### config.mk
export PLATFORM = sky130hd
export DESIGN_NAME = llc_req_queue_flat
export DESIGN_NICKNAME = d
export VERILOG_FILES = /design/src/rtl/llc_req_queue_if.sv /design/src/rtl/llc_req_queue.sv /design/src/flat_wrapper.sv
export SDC_FILE = /design/constraint.sdc
export NUM_CORES = 1
export LEC_CHECK = 0
export CAP_MARGIN = 20
export CORE_ASPECT_RATIO = 1.5
export CORE_MARGIN = 2
export CORE_UTILIZATION = 51
export CTS_BUF_LIST = sky130_fd_sc_hd__clkbuf_8
export DETAILED_ROUTE_END_ITERATION = 8
export PLACE_DENSITY_LB_ADDON = 0.08
export SYNTH_ARGS = -nofsm -noshare
export SYNTH_HDL_FRONTEND = slang
export SYNTH_SLANG_ARGS = --single-unit
### constraint.sdc
create_clock -name clk -period 2.87 [get_ports clk]
set_input_delay 0.574 -clock clk [delete_from_list [all_inputs] [get_ports clk]]
set_output_delay 0.574 -clock clk [all_outputs]
set_load 0.03 [all_outputs]
### src/rtl/llc_req_queue_if.sv
// Bundle of the crossbar-side and LLC-side request handshakes for llc_req_queue.
// The queue takes the slave view; whoever drives requests and consumes LLC traffic takes the master view.
interface llc_req_queue_if #(
  parameter int unsigned DATA_W = 64,
  parameter int unsigned ADDR_W = 2
);
  logic [3:0]              up_v;
  logic [3:0]              up_r;
  logic [4*DATA_W-1:0]     up_d;
  logic [3:0]              llc_so;
  logic [3:0]              llc_ro;
  logic [4*DATA_W-1:0]     llc_do;
  logic [3:0]              lane_en;
  logic [4*(ADDR_W+1)-1:0] lane_cnt;

  modport slave (
    input  up_v, up_d, llc_ro, lane_en,
    output up_r, llc_so, llc_do, lane_cnt
  );

  modport master (
    output up_v, up_d, llc_ro, lane_en,
    input  up_r, llc_so, llc_do, lane_cnt
  );
endinterface

### src/rtl/llc_req_queue.sv
// Four independent request FIFOs between crossbar LLC outputs and the LLC proxy.
// Each lane buffers up to 2**ADDR_W requests and can be held with lane_en.
module llc_req_queue #(
  parameter int unsigned DATA_W = 64,
  parameter int unsigned ADDR_W = 2
) (
  input logic              clk,
  input logic              reset,
  llc_req_queue_if.slave   bus
);
  localparam int unsigned Depth = 2 ** ADDR_W;
  localparam int unsigned CntW  = ADDR_W + 1;

  typedef logic [ADDR_W-1:0] ptr_t;
  typedef logic [ADDR_W:0]   cnt_t;
  typedef logic [DATA_W-1:0] data_t;

  localparam cnt_t CntFull = cnt_t'(Depth);

  data_t mem_q [4][Depth];
  data_t mem_d [4][Depth];
  ptr_t  wr_ptr_q [4];
  ptr_t  wr_ptr_d [4];
  ptr_t  rd_ptr_q [4];
  ptr_t  rd_ptr_d [4];
  cnt_t  cnt_q [4];
  cnt_t  cnt_d [4];

  logic [3:0] up_r;
  logic [3:0] llc_so;
  logic [3:0] push;
  logic [3:0] pop;

  // up_r comes only from registered count, so full never bypasses on a same-cycle pop.
  always_comb begin
    up_r   = '0;
    llc_so = '0;
    push   = '0;
    pop    = '0;
    for (int i = 0; i < 4; i++) begin
      up_r[i]   = (cnt_q[i] != CntFull);
      llc_so[i] = (cnt_q[i] != '0) && bus.lane_en[i];
      push[i]   = bus.up_v[i] && up_r[i];
      pop[i]    = llc_so[i] && bus.llc_ro[i];
    end
  end

  always_comb begin
    bus.up_r     = up_r;
    bus.llc_so   = llc_so;
    bus.llc_do   = '0;
    bus.lane_cnt = '0;
    for (int i = 0; i < 4; i++) begin
      // Empty lanes present zero so stale storage never leaks out after reset.
      if (cnt_q[i] != '0) begin
        bus.llc_do[i*DATA_W +: DATA_W] = mem_q[i][rd_ptr_q[i]];
      end
      bus.lane_cnt[i*CntW +: CntW] = cnt_q[i];
    end
  end

  always_comb begin
    mem_d    = mem_q;
    wr_ptr_d = wr_ptr_q;
    rd_ptr_d = rd_ptr_q;
    cnt_d    = cnt_q;
    for (int i = 0; i < 4; i++) begin
      if (push[i]) begin
        mem_d[i][wr_ptr_q[i]] = bus.up_d[i*DATA_W +: DATA_W];
        wr_ptr_d[i]           = wr_ptr_q[i] + ptr_t'(1);
      end
      if (pop[i]) begin
        rd_ptr_d[i] = rd_ptr_q[i] + ptr_t'(1);
      end
      if (push[i] && !pop[i]) begin
        cnt_d[i] = cnt_q[i] + cnt_t'(1);
      end else if (!push[i] && pop[i]) begin
        cnt_d[i] = cnt_q[i] - cnt_t'(1);
      end
    end
  end

  always_ff @(posedge clk) begin
    if (reset) begin
      for (int i = 0; i < 4; i++) begin
        wr_ptr_q[i] <= '0;
        rd_ptr_q[i] <= '0;
        cnt_q[i]    <= '0;
      end
    end else begin
      wr_ptr_q <= wr_ptr_d;
      rd_ptr_q <= rd_ptr_d;
      cnt_q    <= cnt_d;
    end
  end

  // Storage is deliberately left out of reset.
  always_ff @(posedge clk) begin
    mem_q <= mem_d;
  end
endmodule

### src/flat_wrapper.sv
// flat-port wrapper written by rule: the top's interface ports become plain ports
module llc_req_queue_flat 
#(
  parameter int unsigned DATA_W = 64,
  parameter int unsigned ADDR_W = 2
)
  (clk, reset, bus_up_v, bus_up_d, bus_llc_ro, bus_lane_en, bus_up_r, bus_llc_so, bus_llc_do, bus_lane_cnt);
  llc_req_queue_if #(.DATA_W(DATA_W), .ADDR_W(ADDR_W)) bus_i ();
  input logic clk;
  input logic reset;
  input wire logic [$bits(bus_i.up_v)-1:0] bus_up_v;
  input wire logic [$bits(bus_i.up_d)-1:0] bus_up_d;
  input wire logic [$bits(bus_i.llc_ro)-1:0] bus_llc_ro;
  input wire logic [$bits(bus_i.lane_en)-1:0] bus_lane_en;
  output wire logic [$bits(bus_i.up_r)-1:0] bus_up_r;
  output wire logic [$bits(bus_i.llc_so)-1:0] bus_llc_so;
  output wire logic [$bits(bus_i.llc_do)-1:0] bus_llc_do;
  output wire logic [$bits(bus_i.lane_cnt)-1:0] bus_lane_cnt;
  assign bus_i.up_v = bus_up_v;
  assign bus_i.up_d = bus_up_d;
  assign bus_i.llc_ro = bus_llc_ro;
  assign bus_i.lane_en = bus_lane_en;
  assign bus_up_r = bus_i.up_r;
  assign bus_llc_so = bus_i.llc_so;
  assign bus_llc_do = bus_i.llc_do;
  assign bus_lane_cnt = bus_i.lane_cnt;
  llc_req_queue #(.DATA_W(DATA_W), .ADDR_W(ADDR_W)) u_core (.clk(clk), .reset(reset), .bus(bus_i));
endmodule
==> flow_metrics.tcl <==
set metrics [dict create \
    status "finished with violations" \
    violations "setup timing" \
    detailed_place_hpwl_um 57400 \
    critPathBufInv 4 \
    clockRootBuffer "clkbuf_8" \
    htreeDepth 4 \
    ir_drop_mv 1.17 \
    die_h_um 349 \
    cp_max_fo 7 \
    start_util_pct 51.4 \
    ys_warn_count 0 \
    cpLargestDelayFamily "buffers and inverters" \
    gp_congestion 0.784 \
    ys_seq_area_share_pct 77.6 \
    grt_overflow 0 \
    crit_chain "buf_6, buf_6, buf_16, mux4_2, nor2b_1, buf_4" \
    grt_use_total_pct 23.1 \
    critPathKind "flop to primary output" \
    rows 126 \
    dr.first_iter.drc_count 1287 \
    drv_cap 0 \
    rsz0062_at_grt "yes" \
    setup_viol 172 \
    syn-cell-area_um2 40400 \
    cts_hold_buf 0 \
    setup_ws_ps -142 \
    path_common_cell "buf_6" \
    cp_data_required_time_ps 2300 \
    area_delta_synth_final_pct 34.2 \
    start_kind "flop" \
    die-width_um 234 \
    vias 20757 \
    instances_no_fill 3823 \
    pre_cts_ws_ps 134 \
    synth_area_leader_cell "edfxtp_1" \
    drt.antenna.violating_nets 0 \
    hold_viol_final 0 \
    wl_per_cell_um 24.8 \
    fin_crit_ps 3010 \
    syn_inst 1808 \
    yosysMostFrequentCell "edfxtp_1" \
    synth-edff-count 1024 \
    synth_top_area_share_pct 76.2 \
    hold_path.class "primary input to flop" \
    drc_errors 0 \
    synth_cell_types 25 \
    antenna_found_initial 23 \
    yosys-top-cells-count "edfxtp_1, mux4_2, nor2b_1" \
    synth_nets 2102 \
    clk_pin_slew_ps 60 \
    worst_ep_arrival_time_ps 2440 \
    syn_area_per_cell_um2 22.3 \
    max_stage_delay_ps 520 \
    ys_ff_latch 1052 \
    clkSinkCount 1052 \
    cp_slowest_cell "mux4_2" \
    fin_crit_sh_pct 105 \
    cp-end-kind "primary output" \
    synth-main-ff-cell "edfxtp_1" \
    cts_tree "built" \
    drt-vias-per-instance 5.43 \
    placed_cells 3376 \
    dr.pass1.iters 5 \
    clk_latency_ps 820 \
    timing.fmax_ghz 0.332 \
    p_per_area_nw_per_um2 1020 \
    synth.top_cells.by_area "edfxtp_1, mux4_2, nor2b_1" \
    routed_wl_um 94900 \
    dieArea_um2 81500 \
    drive_above_1_share_pct 41.8 \
    relSlewSlack_pct 47.2 \
    grt_max_degree 65 \
    slew_viol_final 0 \
    fin_nets 2957 \
    clock_skew_ps 39.2 \
    grt_pass1_vias 21922 \
    grt_pass1_wl_um 138000 \
    synth_async_sr_flop_share_pct 0 \
    cts_buffer_depth 3 \
    leakagePower_uw 0.0188 \
    cts_buffers 155 \
    pin_count 546 \
    core-area_um2 78500 \
    worst_pin_slew_ps 791 \
    io_buffers 545 \
]
-- final cells by class --
class / count / area [um^2]
timing repair buffer: 782 / 8790
multi-input combinational: 656 / 9820
clock inverter: 117 / 612
sequential: 1052 / 31300
clock buffer: 161 / 2220
antenna: 15 / 37.5
fill: 4990 / 24300
inverter: 16 / 60.1
tap: 1024 / 1280
-- per-stage QoR --
stage                     total power (uW)  hold slack (ps)  utilization [%]  TNS [ps]  area, um^2
after floorplan                      30600              481                -         0       40400
after global placement               39400              492             61.0         0       47900
after detailed placement             39600              513             61.0         0       47900
after CTS                            52000              284             66.4    -36060       52100
after global routing                 57300              340             69.0    -31370       54200
final                                55100              349             69.0     -8790       54200
-- metal layers --
| metal | vias up | wire length [um] | GRT usage [%] |
|---|---|---|---|
| met5 | - | 149 | 0 |
| met4 | 22 | 2460 | 8.29 |
| met3 | 156 | 8400 | 8.15 |
| met2 | 701 | 48100 | 37.5 |
| met1 | 10775 | 35800 | 28.8 |
| li1 | 9103 | - | - |
-- sequential cells by signal, indices dropped and copies added, names as in the netlist --
signal and count:
u_core.rd_ptr_q 8, u_core.bus.lane_cnt 12, u_core.wr_ptr_q 8, u_core.mem_q 1024
-- path summary, 6_finish.rpt --
check	startpoint	end	slack, ps	cells after the start
worst max-delay path	u_core.rd_ptr_q[4]	bus_llc_do[94]	-140	6
worst min-delay path	reset	u_core.bus.lane_cnt[4]	350	2
worst max register to register	u_core.bus.lane_cnt[0]	u_core.bus.lane_cnt[2]	230	8
worst min register to register	u_core.wr_ptr_q[7]	u_core.wr_ptr_q[7]	520	2
-- timing repair --
item                       4_1_cts  5_1_grt
setup endpoints to repair      263      259
resized for setup             1491      653
pin swaps                        1        1
gates cloned                    18        3
setup buffers                  103       44
-- report_power, final --
group	total (uW)	internal, uW	switching [uW]
clock network	11100	5510	5610
logic	24500	10800	13700
registers	19400	18800	596
-- cells by family after synthesis --
logic type | after synthesis | share of synthesized area (%)
AOI/OAI and AO/OA | 28 | 0.471
adders and majority gates | 24 | 0.818
buffers and inverters | 100 | 1.44
DFF | 1052 | 77.6
muxes | 268 | 14.6
xor gates and xnor gates | 12 | 0.260
and+or+nand+nor | 324 | 4.86
-- placed cells by master, fill, tap and decap left out, types with 6 or more instances in the layout --
cell,count
mux4_2,256
mux2i_1,8
nor2_1,24
and2_2,16
o21ai_0,8
nor2b_4,170
edfxtp_1,1024
a21oi_1,8
or3_1,8
nand2b_1,8
clkbuf_8,162
ha_1,20
nand2_1,8
inv_6,6
buf_4,122
clkinv_1,34
clkinv_2,19
dfxtp_1,13
buf_12,70
diode_2,15
nor2b_1,82
xor2_1,12
buf_2,22
buf_16,15
clkdlybuf4s50_1,282
dfxtp_4,8
inv_1,65
dfxtp_2,7
buf_8,8
buf_6,250
No activity file was read; power rests on OpenSTA's default activity.
